File: src/rtl/display_pkg.sv
// Shared types and helpers for the score display controller.
package display_pkg;

  localparam int unsigned BCD_W = 16;

  typedef enum logic [1:0] {IDLE, SHIFT, DONE} conv_state_t;
  typedef logic [BCD_W-1:0] bcd4_t;

  localparam logic [3:0]  DIGIT_DASH = 4'hF;
  localparam logic [13:0] MAX_SCORE  = 14'd9999;

  // Double-dabble correction: every nibble >= 5 gets +3 before the next shift.
  function automatic bcd4_t bcd_add3(input bcd4_t b);
    bcd4_t r;
    r = b;
    for (int i = 0; i < 4; i++) begin
      if (b[4*i +: 4] >= 4'd5) r[4*i +: 4] = b[4*i +: 4] + 4'd3;
    end
    return r;
  endfunction

endpackage

File: src/rtl/bcd_shift_engine.sv
// Serial binary-to-BCD converter: one add-3/shift step per cycle, SCORE_W steps per value.
module bcd_shift_engine
  import display_pkg::*;
#(
  parameter int unsigned SCORE_W = 14
) (
  input  logic               i_clk,
  input  logic               i_reset,
  input  logic               i_start,
  input  logic [SCORE_W-1:0] i_value,
  output logic               o_busy,
  output logic               o_done,
  output bcd4_t              o_bcd
);

  localparam int unsigned SH_W   = BCD_W + SCORE_W;
  localparam int unsigned ITER_W = $clog2(SCORE_W + 1);

  conv_state_t       r_state;
  logic [SH_W-1:0]   r_shift;
  logic [ITER_W-1:0] r_iter;
  logic              r_busy;
  logic              r_done;
  logic [SH_W-1:0]   w_adj;

  assign w_adj  = {bcd_add3(r_shift[SH_W-1 -: BCD_W]), r_shift[SCORE_W-1:0]};
  assign o_bcd  = r_shift[SH_W-1 -: BCD_W];
  assign o_busy = r_busy;
  assign o_done = r_done;

  always_ff @(posedge i_clk) begin
    if (i_reset) begin
      r_state <= IDLE;
      r_shift <= '0;
      r_iter  <= '0;
      r_busy  <= 1'b0;
      r_done  <= 1'b0;
    end else begin
      case (r_state)
        IDLE: begin
          r_done <= 1'b0;
          if (i_start) begin
            r_shift <= {BCD_W'(0), i_value};
            r_iter  <= '0;
            r_busy  <= 1'b1;
            r_state <= SHIFT;
          end
        end
        SHIFT: begin
          r_shift <= {w_adj[SH_W-2:0], 1'b0};
          r_iter  <= r_iter + ITER_W'(1);
          if (r_iter == ITER_W'(SCORE_W - 1)) begin
            r_state <= DONE;
            r_done  <= 1'b1;
          end
        end
        DONE: begin
          r_done  <= 1'b0;
          r_busy  <= 1'b0;
          r_state <= IDLE;
        end
        default: r_state <= IDLE;
      endcase
    end
  end

endmodule

File: src/rtl/score_display_ctrl.sv
// Game display sequencer: captures score/level, shares one BCD engine, and selects
// score, a timed level readout, or a blinking game-over pattern for the 4-digit display.
module score_display_ctrl
  import display_pkg::*;
#(
  parameter int unsigned SCORE_W    = 14,
  parameter int unsigned BLINK_W    = 24,
  parameter int unsigned LEVEL_HOLD = 200_000_000
) (
  input  logic               i_clk,
  input  logic               i_reset,
  input  logic [SCORE_W-1:0] i_score,
  input  logic               i_score_valid,
  input  logic [3:0]         i_level,
  input  logic               i_level_valid,
  input  logic               i_game_over,
  output logic [3:0]         o_dig0,
  output logic [3:0]         o_dig1,
  output logic [3:0]         o_dig2,
  output logic [3:0]         o_dig3,
  output logic               o_busy,
  output logic               o_done
);

  localparam int unsigned HOLD_W = $clog2(LEVEL_HOLD + 1);

  logic [SCORE_W-1:0] r_score_pend;
  logic               r_score_req;
  logic [3:0]         r_level_pend;
  logic               r_level_req;
  logic               r_conv_level;
  bcd4_t              r_score_bcd;
  logic [7:0]         r_level_bcd;
  logic [HOLD_W-1:0]  r_hold_cnt;
  logic [BLINK_W-1:0] r_blink_cnt;
  logic               r_blink_phase;
  bcd4_t              r_dig;

  logic               w_eng_busy;
  logic               w_eng_done;
  bcd4_t              w_eng_bcd;
  logic               w_grant_score;
  logic               w_grant_level;
  logic               w_start;
  logic [SCORE_W-1:0] w_start_value;
  logic [SCORE_W-1:0] w_score_sat;
  bcd4_t              w_score_bcd_nxt;
  logic [7:0]         w_level_bcd_nxt;
  logic [HOLD_W-1:0]  w_hold_nxt;
  logic [BLINK_W-1:0] w_blink_cnt_nxt;
  logic               w_blink_phase_nxt;
  bcd4_t              w_dig_nxt;

  assign w_score_sat   = (i_score > SCORE_W'(MAX_SCORE)) ? SCORE_W'(MAX_SCORE) : i_score;
  assign w_grant_score = !w_eng_busy && r_score_req;
  assign w_grant_level = !w_eng_busy && !r_score_req && r_level_req;
  assign w_start       = w_grant_score || w_grant_level;
  assign w_start_value = w_grant_score ? r_score_pend : SCORE_W'(r_level_pend);

  bcd_shift_engine #(.SCORE_W(SCORE_W)) u_engine (
    .i_clk   (i_clk),
    .i_reset (i_reset),
    .i_start (w_start),
    .i_value (w_start_value),
    .o_busy  (w_eng_busy),
    .o_done  (w_eng_done),
    .o_bcd   (w_eng_bcd)
  );

  // Next-state of the display sources; the digit mux looks at these so a commit
  // shows up on the digits the cycle right after done.
  always_comb begin
    w_score_bcd_nxt   = r_score_bcd;
    w_level_bcd_nxt   = r_level_bcd;
    w_hold_nxt        = (r_hold_cnt != '0) ? r_hold_cnt - HOLD_W'(1) : '0;
    w_blink_cnt_nxt   = '0;
    w_blink_phase_nxt = 1'b1;
    w_dig_nxt         = '0;

    if (w_eng_done) begin
      if (r_conv_level) begin
        w_level_bcd_nxt = w_eng_bcd[7:0];
        w_hold_nxt      = HOLD_W'(LEVEL_HOLD);
      end else begin
        w_score_bcd_nxt = w_eng_bcd;
      end
    end

    if (i_game_over) begin
      w_blink_cnt_nxt   = r_blink_cnt + BLINK_W'(1);
      w_blink_phase_nxt = (&r_blink_cnt) ? !r_blink_phase : r_blink_phase;
    end

    if (i_game_over) begin
      w_dig_nxt = w_blink_phase_nxt ? w_score_bcd_nxt : {4{DIGIT_DASH}};
    end else if (w_hold_nxt != '0) begin
      w_dig_nxt = {DIGIT_DASH, DIGIT_DASH, w_level_bcd_nxt};
    end else begin
      w_dig_nxt = w_score_bcd_nxt;
    end
  end

  always_ff @(posedge i_clk) begin
    if (i_reset) begin
      r_score_pend  <= '0;
      r_score_req   <= 1'b0;
      r_level_pend  <= '0;
      r_level_req   <= 1'b0;
      r_conv_level  <= 1'b0;
      r_score_bcd   <= '0;
      r_level_bcd   <= '0;
      r_hold_cnt    <= '0;
      r_blink_cnt   <= '0;
      r_blink_phase <= 1'b1;
      r_dig         <= '0;
    end else begin
      if (w_grant_score) r_score_req <= 1'b0;
      if (w_grant_level) r_level_req <= 1'b0;
      if (w_start)       r_conv_level <= w_grant_level;
      // Captures come after the grant clears so a same-cycle update stays pending.
      if (i_score_valid) begin
        r_score_pend <= w_score_sat;
        r_score_req  <= 1'b1;
      end
      if (i_level_valid) begin
        r_level_pend <= i_level;
        r_level_req  <= 1'b1;
      end
      r_score_bcd   <= w_score_bcd_nxt;
      r_level_bcd   <= w_level_bcd_nxt;
      r_hold_cnt    <= w_hold_nxt;
      r_blink_cnt   <= w_blink_cnt_nxt;
      r_blink_phase <= w_blink_phase_nxt;
      r_dig         <= w_dig_nxt;
    end
  end

  assign o_dig0 = r_dig[3:0];
  assign o_dig1 = r_dig[7:4];
  assign o_dig2 = r_dig[11:8];
  assign o_dig3 = r_dig[15:12];
  assign o_busy = w_eng_busy;
  assign o_done = w_eng_done;

endmodule

File: config.mk
export PLATFORM = sky130hd
export DESIGN_NAME = score_display_ctrl
export DESIGN_NICKNAME = d
export VERILOG_FILES = /design/src/rtl/display_pkg.sv /design/src/rtl/bcd_shift_engine.sv /design/src/rtl/score_display_ctrl.sv
export SDC_FILE = /design/constraint.sdc
export NUM_CORES = 1
export LEC_CHECK = 0
export CAP_MARGIN = 30
export CORE_UTILIZATION = 43
export CTS_CLUSTER_SIZE = 8
export DETAILED_ROUTE_END_ITERATION = 16
export PLACE_DENSITY = 0.58
export REMOVE_ABC_BUFFERS = 1
export SYNTH_ARGS = -nofsm -noshare
export SYNTH_HDL_FRONTEND = slang
export SYNTH_SLANG_ARGS = --single-unit
File: constraint.sdc
create_clock -name i_clk -period 3.6 [get_ports i_clk]
set_input_delay 0.36 -clock i_clk [delete_from_list [all_inputs] [get_ports i_clk]]
set_output_delay 0.36 -clock i_clk [all_outputs]
set_load 0.005 [all_outputs]
Word-level counts from Yosys, hierarchy flattened
Index checks and enable logic that the tools add are counted.
W data, S select, Z words.
{"block": "totals", "regBits": 152, "elab_cells": 89}
{"block": "op_classes", "n_addsub": 7, "muxes": 33, "n_bitwise": 1, "order_cmp": 5, "n_reduce_logical": 22, "eq_ne": 5}
{"op": "$mux W28", "count": 3}
{"op": "$mux W16", "count": 5}
{"op": "$pmux W30 S2", "count": 1}
{"op": "$reduce_bool A28 Y1", "count": 2}
{"op": "$mux W30", "count": 1}
{"op": "$mux W14", "count": 2}
{"op": "$sub A28 B1 Y28 const B", "count": 1}
{"op": "$add A24 B1 Y24 const B", "count": 1}
{"op": "$reduce_and A24 Y1", "count": 1}
{"op": "$ge A4 B3 Y1 const B", "count": 4}
{"op": "$mux W4", "count": 4}
{"op": "$mux W8", "count": 2}
{"op": "$gt A14 B14 Y1 const B", "count": 1}
{"op": "$add A4 B2 Y4 const B", "count": 3}
{"op": "$reduce_bool A2 Y1", "count": 5}
{"op": "$mux W1", "count": 8}
{"op": "$pmux W4 S2", "count": 1}
{"op": "$reduce_and A2 Y1", "count": 4}
{"op": "$add A4 B1 Y4 const B", "count": 1}
{"op": "$eq A4 B4 Y1 const B", "count": 1}
{"op": "$mux W2", "count": 2}
{"op": "$ne A2 B1 Y1 const B", "count": 2}
{"op": "$pmux W1 S2", "count": 2}
{"op": "$pmux W2 S2", "count": 1}
{"op": "other kinds (10)", "count": 15}

Logic depth before layout (Yosys ltp)
{"block": "depth", "ltp_word": 7, "ltp_mapped": 11, "mapped_depth_nobuf": 9}

Modules after synthesis
From an unflattened synthesis, not the netlist that was laid out.
{"block": "unflattened", "cells_unflattened": 852, "area_unflattened_um2": 7359.6}
{"mod": "score_display_ctrl", "cells_each": 601, "area_each_um2": 5280.1, "n_inst": 1, "seq_area_each_um2": 2282.2}
{"mod": "bcd_shift_engine", "cells_each": 251, "area_each_um2": 2079.5, "n_inst": 1, "seq_area_each_um2": 760.7}

Least setup slack after synthesis
OpenSTA, ideal clock, no wires.
{"block": "synth_timing", "path_kind": "register to register", "startpoint": "register r_hold_cnt[0]", "endpoint": "register r_dig[6]", "setup_slack_ns": 0.568, "path_stages_with_launch": 11, "path_buffers": 3, "t_required_ns": 3.479, "setup_ns": 0.121, "arrival_ns": 2.910, "path_cell_list": "dfxtp_1 > or4_1 > buf_2 > or3_1 > clkbuf_2 > o31a_1 > a2111oi_2 > nand4_1 > o21ai_4 > buf_6 > mux2_4"}
{"block": "synth_between", "elab_chain_len": 7, "word_cells_on_any_way": 8}
{"item": "start: declaration", "line": "score_display_ctrl.sv:34", "source": "logic [HOLD_W-1:0] r_hold_cnt;"}
{"item": "start signal: assignment", "line": "score_display_ctrl.sv:131", "source": "r_hold_cnt <= w_hold_nxt;"}
{"item": "$sub A28 B1 Y28 or $reduce_bool A28 Y1 (tied branches)", "line": "score_display_ctrl.sv:75", "source": "w_hold_nxt = (r_hold_cnt != '0) ? r_hold_cnt - HOLD_W'(1) : '0;"}
{"item": "$mux W28 *", "line": "score_display_ctrl.sv:75"}
{"item": "$mux W28", "line": "score_display_ctrl.sv:81", "source": "if (r_conv_level) begin"}
{"item": "$mux W28 *", "line": "score_display_ctrl.sv:80", "source": "if (w_eng_done) begin"}
{"item": "$reduce_bool A28 Y1 *", "line": "score_display_ctrl.sv:96", "source": "end else if (w_hold_nxt != '0) begin"}
{"item": "$mux W16 *", "line": "score_display_ctrl.sv:96"}
{"item": "$mux W16 *", "line": "score_display_ctrl.sv:94", "source": "if (i_game_over) begin"}
{"item": "end signal: assignment", "line": "score_display_ctrl.sv:134", "source": "r_dig <= w_dig_nxt;"}
{"item": "end: declaration", "line": "score_display_ctrl.sv:37", "source": "bcd4_t r_dig;"}
Every way passes the cells marked *; elsewhere a longest branch is shown, timed or not.
A chain may end at the register's enable or synchronous reset.

Final worst setup path
{"block": "layout_timing", "startpoint": "register r_hold_cnt[0]", "endpoint": "register r_dig[4]"}
The elaborated chain is that of the path after synthesis.

==> impl_metrics.json <==
{
  "p_leak_nw": 2.86,
  "syn_avg_cell_area_um2": 8.53,
  "cp_slowest_cell": "o21ai_4",
  "critical_path_buf_inv_count": 1,
  "drt-total-wl_um": 14400,
  "ir_worst_vdd_mv": 0.362,
  "clock_skew_ns": 0.00543,
  "via_per_inst": 5.43,
  "intPower_mw": 3.68,
  "place_congestion": 0.924,
  "synth_fa_ha_area_frac": 0.0248,
  "regArea_mm2": 0.00304,
  "portBuffers": 40,
  "clkTransAtPathRegs_ns": 0.06,
  "drtAntennaViolNets": 0,
  "finalSetupViolCount": 0,
  "die_y_um": 125,
  "fin_crit_sh": 0.897,
  "status": "completed",
  "numClockSinks": 152,
  "cts_tree": "built",
  "pin_count": 41,
  "synth-edff-count": 0,
  "cp_data_arrival_time_ns": 3.54,
  "grt.total_usage": 0.191,
  "floorplan.initialDensity": 0.445,
  "htreeDepth": 4,
  "dieArea_mm2": 0.0157,
  "drt_iter0_markers": 334,
  "fmax_ghz": 0.310,
  "slew_headroom": 0.336,
  "p_switching_mw": 1.70,
  "crit_chain": "inv_1, ha_1, nor3b_1, nand4_1, o31ai_1, o2111a_1, nand4_1, o21ai_4, mux2_2",
  "whs_ns": 0.385,
  "multi_input_area_mm2": 0.00325,
  "drive_above_1_share": 0.0852,
  "hold_path.class": "in2reg",
  "maxSlewViolCount": 0,
  "nets": 833,
  "cp_common_cell": "nand4_1",
  "powerDensity_mw_per_mm2": 692,
  "antenna_found_initial": 0,
  "maxCapViolations": 0,
  "clkPwrFrac": 0.357,
  "grt_max_degree": 53,
  "yosys_warnings": 0,
  "area_delta_synth_final_pct": 18.7,
  "max_stage_delay_ns": 0.46,
  "synthSimpleGateAreaFrac": 0.232,
  "critPathKind": "reg2reg",
  "finalHoldViolations": 0,
  "grt_pass1_vias": 5096,
  "clock_latency_ns": 0.42,
  "layout_setup_ws_ns": 0.371,
  "cp_max_fo": 10,
  "swShare": 0.316,
  "whs_path_depth": 2,
  "rows": 44,
  "synth_cell_types": 53,
  "syn_inst": 767,
  "pre_cts_ws_ns": 0.414,
  "synth_seq_cells": 152,
  "fin_util": 0.529,
  "cp.depth": 9,
  "synth_top_family_by_area": "simple AND/OR/NAND/NOR gates",
  "synthFlopType": "dfxtp_1",
  "regToRegSetupSlack_ns": 0.37,
  "power_frac_seq": 0.374,
  "synth-compound-area-share": 0.142,
  "async_reset_ff_frac": 0,
  "fin_setup_tns_ns": 0,
  "grt_first_pass_wirelength_um": 24200,
  "wl_per_cell_um": 14.5,
  "numCtsBuffers": 17,
  "cts_resized": 0,
  "end_kind": "register",
  "yosys.area_share.xor_xnor": 0.0549,
  "r2r_cells": 9,
  "ys_seq_area_frac": 0.465,
  "drt_pre_antenna_iters": 5,
  "die_w_um": 125,
  "n_fill_cell": 1391,
  "coreArea_mm2": 0.0147,
  "rsz0062_at_grt": "no",
  "yosys-mux-area-fraction": 0.0426,
  "overflow": 0,
  "clockBufferDepth": 2,
  "antenna_cells": 0,
  "required_ns": 3.91,
  "netlist_area_mm2": 0.00655,
  "hpwl_um": 9710,
  "vias": 5402,
  "pwr-share-comb": 0.269,
  "cts-root-buf": "clkbuf_16",
  "period_minus_slack_ns": 3.23,
  "worst_pin_slew_ns": 0.995,
  "remaining_drc_errors": 0,
  "cts_setup_buffers": 0,
  "critPathLaunchType": "register",
  "crit_family": "compound AO/OA/AOI/OAI gates",
  "postCtsHoldBufs": 0
}
-- cell type report --
type,instances,share of cell area
Multi-Input combinational cell,550,0.418
Clock inverter,13,0.0243
Inverter,19,0.00918
Tap cell,184,0.0296
Sequential cell,152,0.392
Timing Repair Buffer,57,0.0686
Clock buffer,19,0.0583
-- synthesized netlist by cell type (all sizes together), types with 12 or more instances --
cell    count  area share
dfxtp     152        0.46
nor2      125       0.072
a21oi      77       0.059
nand2      51       0.029
clkbuf     37       0.021
nor3       32       0.024
nand3      26       0.020
xnor2      25       0.033
o21ai      24       0.020
inv        19       0.011
mux2i      17       0.026
xor2       16       0.021
nor4       14       0.014
a31oi      13       0.012
ha         13       0.025
or3        13       0.012
nand4      12       0.011
-- cells in the final DEF (no fill, tap or decap), types with 6 or more instances in the layout --
cell,instances
or4_1,6
mux2i_1,17
nand2_1,51
nand2b_1,10
xnor2_1,25
o31ai_1,6
mux2_2,7
o21ai_0,23
nor2_1,125
xor2_1,16
a21oi_1,77
inv_1,19
nor4_1,13
ha_1,13
or3_1,13
nand4_1,12
nand3_1,26
buf_4,17
dfxtp_1,152
clkbuf_16,17
a222oi_1,10
nor3_1,32
a31oi_1,13
clkdlybuf4s50_1,39
nor2b_1,7
-- sequential cells by signal, indices dropped and copies added (netlist names) --
signal,count
u_engine.o_done,1
r_score_bcd,16
r_score_req,1
r_dig,16
u_engine.o_busy,1
r_level_bcd,8
u_engine.r_shift,30
u_engine.r_iter,4
r_level_pend,4
r_level_req,1
r_blink_cnt,24
r_hold_cnt,28
u_engine.r_state,2
r_conv_level,1
r_blink_phase,1
r_score_pend,14
-- stage by stage --
step	std cells	cell area (µm²)	power [mW]
finish	994	7770	5.38
global route	994	7770	5.68
CTS	994	7770	5.40
detailed placement	962	7130	3.47
global placement	961	7110	3.47
floorplan	721	6360	2.96
-- final timing paths --
kind,start,to
max,r_hold_cnt[0]$_SDFF_PP0_,r_dig[4]$_SDFF_PP0_
min reg2reg,r_blink_cnt[0]$_SDFF_PP0_,r_blink_cnt[0]$_SDFF_PP0_
min,i_reset,r_score_bcd[15]$_SDFF_PP0_
max reg2reg,r_hold_cnt[0]$_SDFF_PP0_,r_dig[4]$_SDFF_PP0_
-- layer usage --
metal,GRT usage,up-vias,wire length (µm)
met5,0,-,0
met1,0.238,2557,6980
li1,-,2747,-
met2,0.317,80,6760
met4,0.0739,0,201
met3,0.0505,18,488
-- power groups by stage --
| stage | clock network, mW | logic, mW | registers [mW] |
|---|---|---|---|
| floorplan | 0 | 0.968 | 1.99 |
| global placement | 0 | 1.43 | 2.03 |
| detailed placement | 0 | 1.43 | 2.04 |
| CTS | 1.96 | 1.44 | 2.00 |
| global route | 2.04 | 1.61 | 2.03 |
| finish | 1.92 | 1.45 | 2.01 |
-- logic make-up (layout without fill, tap and decap cells) --
logic type      after synthesis  in the layout
compound gates              152            152
flops                       152            152
mux                          26             26
xor+xnor                     41             41
fa+ha+maj                    13             13
simple gates                318            318
buf+inv                      65            108
Power figures use the tool's default switching activity.
